**src/rtl/ddr3_cmd_scheduler.sv**
```systemverilog
// DDR3 command scheduler: sequences one write job and one read job as BL8
// commands on the shared controller app_* port. Direction is chosen by acquisition mode.
module ddr3_cmd_scheduler #(
  parameter int unsigned ADDR_W   = 26,
  parameter int unsigned CNT_W    = 23,
  parameter int unsigned ADDR_INC = 8
) (
  input  logic              clk,
  input  logic              reset,
  input  logic              acq_enabled,
  input  logic              wr_start,
  input  logic [ADDR_W-1:0] wr_base_addr,
  input  logic [CNT_W-1:0]  wr_burst_count,
  input  logic              wr_data_avail,
  input  logic              rd_start,
  input  logic [ADDR_W-1:0] rd_base_addr,
  input  logic [CNT_W-1:0]  rd_burst_count,
  input  logic              rd_space_avail,
  output logic [ADDR_W:0]   app_addr,
  output logic [2:0]        app_cmd,
  output logic              app_en,
  input  logic              app_rdy,
  output logic              wr_cmd_accepted,
  output logic              rd_cmd_accepted,
  output logic              wr_busy,
  output logic              rd_busy,
  output logic              wr_done,
  output logic              rd_done
);

  typedef enum logic [1:0] {IDLE, WR_CMD, RD_CMD} state_e;

  localparam logic [2:0] CMD_WR = 3'b000;
  localparam logic [2:0] CMD_RD = 3'b001;

  state_e            state_q;
  logic [ADDR_W-1:0] wr_addr_q, rd_addr_q;
  logic [CNT_W-1:0]  wr_rem_q, rd_rem_q;
  logic [ADDR_W:0]   app_addr_q;
  logic [2:0]        app_cmd_q;
  logic              app_en_q;
  logic              wr_acc_q, rd_acc_q, wr_done_q, rd_done_q;

  logic              wr_elig_d, rd_elig_d;
  logic [ADDR_W-1:0] wr_addr_d, rd_addr_d;
  logic [CNT_W-1:0]  wr_rem_d, rd_rem_d;

  // Eligibility uses the live mode; a command already on the port ignores it.
  assign wr_elig_d = acq_enabled  && (wr_rem_q != '0) && wr_data_avail;
  assign rd_elig_d = !acq_enabled && (rd_rem_q != '0) && rd_space_avail;

  // Post-acceptance address/count; the adder wraps naturally at 2^ADDR_W.
  assign wr_addr_d = wr_addr_q + ADDR_W'(ADDR_INC);
  assign rd_addr_d = rd_addr_q + ADDR_W'(ADDR_INC);
  assign wr_rem_d  = wr_rem_q - CNT_W'(1);
  assign rd_rem_d  = rd_rem_q - CNT_W'(1);

  // NOTE: every register below uses non-blocking assignment so all state
  // updates see the pre-edge values, regardless of statement order.
  always_ff @(posedge clk or posedge reset) begin
    if (reset) begin
      state_q    <= IDLE;
      wr_addr_q  <= '0;
      rd_addr_q  <= '0;
      wr_rem_q   <= '0;
      rd_rem_q   <= '0;
      app_addr_q <= '0;
      app_cmd_q  <= CMD_WR;
      app_en_q   <= 1'b0;
      wr_acc_q   <= 1'b0;
      rd_acc_q   <= 1'b0;
      wr_done_q  <= 1'b0;
      rd_done_q  <= 1'b0;
    end else begin
      wr_acc_q  <= 1'b0;
      rd_acc_q  <= 1'b0;
      wr_done_q <= 1'b0;
      rd_done_q <= 1'b0;

      // A start is only honoured by an idle job; an empty job completes at once.
      if (wr_start && (wr_rem_q == '0)) begin
        wr_addr_q <= wr_base_addr;
        wr_rem_q  <= wr_burst_count;
        if (wr_burst_count == '0) wr_done_q <= 1'b1;
      end
      if (rd_start && (rd_rem_q == '0)) begin
        rd_addr_q <= rd_base_addr;
        rd_rem_q  <= rd_burst_count;
        if (rd_burst_count == '0) rd_done_q <= 1'b1;
      end

      case (state_q)
        IDLE: begin
          if (wr_elig_d) begin
            state_q    <= WR_CMD;
            app_en_q   <= 1'b1;
            app_cmd_q  <= CMD_WR;
            app_addr_q <= {1'b0, wr_addr_q};
          end else if (rd_elig_d) begin
            state_q    <= RD_CMD;
            app_en_q   <= 1'b1;
            app_cmd_q  <= CMD_RD;
            app_addr_q <= {1'b0, rd_addr_q};
          end
        end
        WR_CMD: begin
          if (app_rdy) begin
            wr_addr_q <= wr_addr_d;
            wr_rem_q  <= wr_rem_d;
            wr_acc_q  <= 1'b1;
            if (wr_rem_d == '0) wr_done_q <= 1'b1;
            if ((wr_rem_d != '0) && acq_enabled && wr_data_avail) begin
              app_addr_q <= {1'b0, wr_addr_d};
            end else begin
              state_q  <= IDLE;
              app_en_q <= 1'b0;
            end
          end
        end
        RD_CMD: begin
          if (app_rdy) begin
            rd_addr_q <= rd_addr_d;
            rd_rem_q  <= rd_rem_d;
            rd_acc_q  <= 1'b1;
            if (rd_rem_d == '0) rd_done_q <= 1'b1;
            if ((rd_rem_d != '0) && !acq_enabled && rd_space_avail) begin
              app_addr_q <= {1'b0, rd_addr_d};
            end else begin
              state_q  <= IDLE;
              app_en_q <= 1'b0;
            end
          end
        end
        default: begin
          state_q  <= IDLE;
          app_en_q <= 1'b0;
        end
      endcase
    end
  end

  assign app_addr        = app_addr_q;
  assign app_cmd         = app_cmd_q;
  assign app_en          = app_en_q;
  assign wr_cmd_accepted = wr_acc_q;
  assign rd_cmd_accepted = rd_acc_q;
  assign wr_done         = wr_done_q;
  assign rd_done         = rd_done_q;
  assign wr_busy         = (wr_rem_q != '0);
  assign rd_busy         = (rd_rem_q != '0);

endmodule

```
**config.mk**
```make
export PLATFORM = sky130hd
export DESIGN_NAME = ddr3_cmd_scheduler
export DESIGN_NICKNAME = d
export VERILOG_FILES = /design/src/rtl/ddr3_cmd_scheduler.sv
export SDC_FILE = /design/constraint.sdc
export NUM_CORES = 1
export LEC_CHECK = 0
export ABC_AREA = 1
export ABC_CLOCK_PERIOD_IN_PS = 8800
export CAP_MARGIN = 40
export CORE_ASPECT_RATIO = 1.4
export CORE_MARGIN = 2
export CORE_UTILIZATION = 51
export CTS_CLUSTER_DIAMETER = 100
export DETAILED_ROUTE_END_ITERATION = 10
export GPL_ROUTABILITY_DRIVEN = 0
export MAX_ROUTING_LAYER = met4
export PLACE_DENSITY = 0.82
export SYNTH_ARGS = -nofsm -noshare
export SYNTH_HDL_FRONTEND = slang
export SYNTH_SLANG_ARGS = --single-unit
```
**constraint.sdc**
```tcl
create_clock -name clk -period 8.8 [get_ports clk]
set_input_delay 1.76 -clock clk [delete_from_list [all_inputs] [get_ports clk]]
set_output_delay 1.76 -clock clk [all_outputs]
set_load 0.01 [all_outputs]
```
==> reports/metrics.yaml, run 1 <==
status:
  status: "complete, no violations"
synth:
  synth_commonest_cells: "nand2_1 (398), nor2_1 (159), inv_1 (152)"
  netlist_area_mm2: 0.009390
  yosys_warnings: 0
  syn_inst: 1428
  yosysTopAreaCellShare_pct: 35.18
  async_flop_share_pct: 100.0
  yosysMostFrequentCell: "nand2_1"
  syn_avg_cell_area_um2: 6.576
  yosysSeqAreaShare_pct: 35.18
  yosysUniqueCellTypes: 46
  synth_ff_type: "dfrtp_1"
  ys_top_cells_by_area: "dfrtp_1 (35%), nand2_1 (16%), o21ai_0 (7.5%), nor2_1 (6.4%), inv_1 (6.1%)"
  synth-edff-count: 0
  ys_ff_latch: 132
  yosysTopAreaCell: "dfrtp_1"
drt:
  num_vias: 10620
  dr.pass1.iters: 6
  highest_layer: "met4"
  drc: 0
  ant_nets: 0
  met3_length_um: 2644
  drt_iter0_drc: 1065
  drt-wirelength-per-cell_um: 17.42
  routed_wl_um: 31310
  met1_length_um: 11270
  routed_via_density: 5.911
  met2WireLength_um: 15150
finish:
  postLayoutCellArea_mm2: 0.01163
  antenna_cells: 0
  layout.nets: 1660
  area_delta_synth_final_pct: 23.84
  drive_gt1_share_pct: 5.652
  fin_cells: 1797
power:
  p_leak_uw: 0.005268
  p_seq_share_pct: 30.9
  p_clk_share_pct: 24.6
  p_int_uw: 1756
  combPwrFrac_pct: 44.5
  p_switching_uw: 1331
  p_per_area_mw_per_mm2: 265.5
  irDropWorstVdd_v: 0.0001600
  switching_share_pct: 43.12
worst_setup_path:
  critPathCaptureType: "output port"
  arrival_ns: 2.51
  crit_slowest_cell: "clkdlybuf4s50_1"
  r2r-end: "rd_addr_q[24]"
  critical_path.cell_chain: "inv_1 -> ha_1 -> inv_1 -> nor2_1 -> nand4_2 -> clkdlybuf4s50_1"
  cp_max_fo: 7
  critical_path_required_ns: 7.04
  r2r_cells: 13
  r2r_slack_ns: 5.56
  crit_top_cell: "inv_1"
  crit_type: "register to output port"
  reg2reg_from: "rd_rem_q[0]"
  cp-start-kind: "register"
  max_stage_delay_ns: 0.59
sta:
  slew_headroom_pct: 31.49
  hold_viol: 0
  setup-tns-final_ns: 0
  setup_ws_ns: 4.533
  tightest_slew_ns: 1.015
  setup_viol: 0
  fin_crit_ns: 4.267
  finalCritPeriodShare_pct: 48.48
  fin_skew_ns: 0.01286
  finalMaxSlewViolations: 0
  fmax_mhz: 234.4
  whs_ns: 0.4700
  rsz0062_at_grt: "false"
hold_path:
  hp-start: "app_addr[0]"
  hp-class: "register to register"
  hold_depth: 2
  min_to: "app_addr[0]"
global_route:
  track_usage_pct: 33.78
  grt_pass1_vias: 10290
  grt_max_degree: 59
  overflow: 0
  grt_pass1_wl_um: 50350
  antenna_found_initial: 0
clock_network:
  h-tree-depth: 4
  path_clk_slew_ns: 0.06
  hold_buffers: 0
  post_cts_buffers: 0
  clk_path_buf_depth: 2
  cts_buffers: 17
  root_buffer: "clkbuf_16"
  post_cts_resized: 0
  cts_tree: "yes"
  clock-sinks: 132
  clk_latency_ns: 0.44
place:
  dp_cells: 1765
  io_buffers: 139
  place_area_mm2: 0.01101
  hpwl_um: 23060
  dp_slack_ns: 4.598
die:
  dieArea_mm2: 0.01953
  num_rows: 58
  die_h_um: 164.6
  io_pins: 143
  core_mm2: 0.01800
  initial_utilization_pct: 52.18
  die_w_um: 118.7
job:
  drv_cap: 0
## layout make-up
| class | count | area [um2] |
|---|---|---|
| fillers | 1655 | 6369 |
| multi-input cells | 1086 | 5249 |
| flip-flops and latches | 132 | 3303 |
| repair buffers | 153 | 1577 |
| inverters | 154 | 580.6 |
| clock buffers | 20 | 466.7 |
| well taps | 240 | 300.3 |
| clock inverters | 12 | 152.6 |
## metrics by stage
| stage | utilization [%] | power (uW) |
|---|---|---|
| final | 64.61 | 3087 |
| after global routing | 64.61 | 3283 |
| after CTS | 64.61 | 3042 |
| after detailed placement | 61.17 | 2278 |
| after floorplan | - | 1805 |
| after global placement | 60.52 | 2194 |
## cells in the final DEF, fill, tap and decap left out, types with 5 or more instances in the layout
| master | n |
|---|---|
| a31oi_1 | 28 |
| mux2_2 | 6 |
| o211ai_1 | 5 |
| clkbuf_16 | 17 |
| nor2_1 | 158 |
| ha_1 | 10 |
| nand4_1 | 56 |
| inv_1 | 151 |
| nor3_1 | 30 |
| nor4_1 | 10 |
| nand3_1 | 104 |
| clkdlybuf4s50_1 | 139 |
| o22ai_1 | 24 |
| dfrtp_1 | 132 |
| xor2_1 | 14 |
| nor2_2 | 10 |
| a21oi_1 | 38 |
| nand2_1 | 398 |
| nand2_2 | 8 |
| o21ai_0 | 140 |
| buf_4 | 9 |
## worst max-delay path by stage
stage | from | end | slack, ns
2_1_floorplan | reset | app_addr[0] | 3.51
3_3_place_gp | app_rdy | rd_addr_q[24] | 4.32
3_5_place_dp | acq_enabled | app_addr[16] | 4.60
4_1_cts | wr_rem_q[0] | wr_busy | 4.58
5_1_grt | rd_rem_q[0] | rd_busy | 4.46
6_report | wr_rem_q[0] | wr_busy | 4.53
## per-layer routing
layer  track usage [%]  up-vias
met2             55.69      630
met3             6.699      140
met5                 -        -
li1                  -     4996
met4             23.54        0
met1             36.76     4856
## kinds of logic (layout without fill, tap and decap cells)
family          after synthesis  after routing  share of synthesized area (%)
compound gates              257            257                          15.12
fa+ha+maj                    10             10                          1.332
other cells                   1              3                        0.03994
xor+xnor                     15             15                          1.479
flops                       132            132                          35.18
mux                           7              7                         0.8261
buf+inv                     212            339                          9.034
simple gates                794            794                          36.99
## critical path: cells and delay by family, from the launching register on
family,cells,cell delay (ns)
flops,1,0.40
fa+ha+maj,1,0.32
simple gates,2,0.57
buf+inv,3,0.78
## power groups by stage
stage          registers (uW)  clock network (uW)  logic [uW]
3_3_place_gp              948                   0        1250
2_1_floorplan             929                   0         876
5_1_grt                   975                 787        1520
6_report                  954                 761        1370
4_1_cts                   945                 756        1340
3_5_place_dp              952                   0        1330
## flip-flops by register name, indices dropped and copies added (netlist names)
signal	count
wr_cmd_accepted	1
rd_rem_q	23
state_q	2
rd_done	1
app_en	1
app_addr	26
app_cmd	1
wr_addr_q	26
rd_addr_q	26
rd_cmd_accepted	1
wr_done	1
wr_rem_q	23
Note: power is estimated with default switching activity, not from simulation.
==> run 2, diff against run 1 <==
ABC_CLOCK_PERIOD_IN_PS = 3500   (was 8800)
CORE_UTILIZATION = 50   (was 51)
PLACE_DENSITY = 0.84   (was 0.82)
clock period = 3.5 ns   (was 8.8 ns; I/O delays follow)
==> reports/metrics.yaml, run 2 (synthesized netlist as in run 1, its figures left out) <==
clock_network:
  post_cts_buffers: 0
  root_buffer: "clkbuf_16"
  post_cts_resized: 0
  cts_buffers: 17
  hold_buffers: 0
  h-tree-depth: 4
  clk_path_buf_depth: 2
  clk_latency_ns: 0.44
  cts_tree: "yes"
  path_clk_slew_ns: 0.06
  clock-sinks: 132
sta:
  setup-tns-final_ns: 0
  fin_skew_ns: 0.01173
  rsz0062_at_grt: "false"
  finalMaxSlewViolations: 0
  fmax_mhz: 320.1
  hold_viol: 0
  tightest_slew_ns: 0.7951
  setup_ws_ns: 0.3763
  fin_crit_ns: 3.124
  slew_headroom_pct: 46.32
  setup_viol: 0
  finalCritPeriodShare_pct: 89.25
worst_setup_path:
  cp-start-kind: "register"
  r2r_cells: 15
  reg2reg_from: "wr_rem_q[0]"
  critPathCaptureType: "output port"
  arrival_ns: 2.42
  startpoint: "wr_rem_q[0]"
  endpoint: "wr_busy"
  cp_max_fo: 7
  crit_type: "register to output port"
  critical_path_required_ns: 2.80
  r2r_slack_ns: 0.70
  r2r-end: "app_addr[5]"
drt:
  drc: 0
  drt_iter0_drc: 1163
  dr.pass1.iters: 7
  num_vias: 10620
  routed_wl_um: 31210
  drt-wirelength-per-cell_um: 17.30
  ant_nets: 0
  routed_via_density: 5.885
power:
  irDropWorstVdd_v: 0.0004410
  p_leak_uw: 0.005230
  p_per_area_mw_per_mm2: 646.3
die:
  dieArea_mm2: 0.01991
  num_rows: 59
  core_mm2: 0.01853
  die_w_um: 119.8
  io_pins: 143
  initial_utilization_pct: 50.68
  die_h_um: 166.2
global_route:
  overflow: 0
  grt_max_degree: 54
  grt_pass1_wl_um: 49950
  track_usage_pct: 32.77
  grt_pass1_vias: 9921
  top_usage_layer: "met2"
  antenna_found_initial: 0
  grt_use_met1_pct: 37.56
  met3_usage_pct: 5.701
  globalRouteMet2Util_pct: 51.65
place:
  dp_slack_ns: 0.7238
  dp_cells: 1773
  io_buffers: 139
  hpwl_um: 23500
finish:
  layout.nets: 1664
  drive_gt1_share_pct: 5.833
  final_cell_mix: "nand2_1 (398), nor2_1 (158), inv_1 (151)"
  area_delta_synth_final_pct: 22.80
  layout_commonest_cell: "nand2_1"
  antenna_cells: 0
  fin_cells: 1804
  fillCellCount: 1685
hold_path:
  hp-class: "register to register"
  hold_depth: 2
job:
  drv_cap: 0
status:
  status: "complete, no violations"
-- run 2: cell types whose count changed in the layout (fill, tap and decap cells not counted) --
| cell | before | now |
|---|---|---|
| buf_8 | 1 | 0 |
| buf_16 | 3 | 0 |
| bufinv_16 | 3 | 1 |
| buf_12 | 1 | 2 |
| buf_4 | 9 | 16 |
| inv_4 | 1 | 0 |
| clkinvlp_4 | 4 | 6 |
| clkbuf_8 | 3 | 0 |
| clkinv_2 | 3 | 6 |
-- run 2: worst min-delay path by stage --
stage | start | to | slack, ns
after floorplan | wr_rem_q[0] | wr_rem_q[0] | 0.45
after global placement | app_addr[10] | app_addr[10] | 0.46
after detailed placement | app_addr[18] | app_addr[18] | 0.46
after CTS | app_addr[18] | app_addr[18] | 0.48
after global routing | app_addr[6] | app_addr[6] | 0.50
final | app_addr[18] | app_addr[18] | 0.47
-- run 2: worst max-delay path, cell delays in order, from the launching register on --
cell	delay (ns)
dfrtp_1	0.40
inv_1	0.11
ha_1	0.29
inv_1	0.07
nor2_1	0.21
nand4_2	0.29
clkdlybuf4s50_1	0.61
-- run 2: metal layers --
layer / part of all wire, % / wire length, um / vias up
li1: - / - / 4993
met1: 36 / 11360 / 4874
met2: 48 / 14980 / 584
met3: 7.8 / 2429 / 165
met4: 7.8 / 2443 / 0
met5: 0 / 0 / -
-- run 2: cell type report --
cell class                 count  area [um2]  share of cell area (%)
clock buffer                  17       425.4                   3.689
sequential                   132        3303                   28.65
inverter                     154       581.8                   5.046
tap                          244       305.3                   2.648
timing repair buffer         157        1551                   13.45
multi-input combinational   1086        5249                   45.52
clock inverter                14       115.1                  0.9983
-- run 2: where the power goes --
| part | switching (uW) | total [uW] | internal [uW] |
|---|---|---|---|
| Sequential | 455 | 2420 | 1960 |
| Combinational | 2130 | 3350 | 1220 |
| Clock | 723 | 1690 | 964 |
| Total | 3310 | 7450 | 4140 |
-- run 2: per-stage QoR --
step                      hold slack, ns  power, uW  instance area (um2)  utilization, %
after CTS                         0.4755       7344                11530           62.23
after floorplan                   0.4464       4539                 9402               -
after global routing              0.5044       7930                11530           62.23
after global placement            0.4551       5558                10990           59.32
final                             0.4698       7452                11530           62.23
after detailed placement          0.4601       5666                10990           59.32
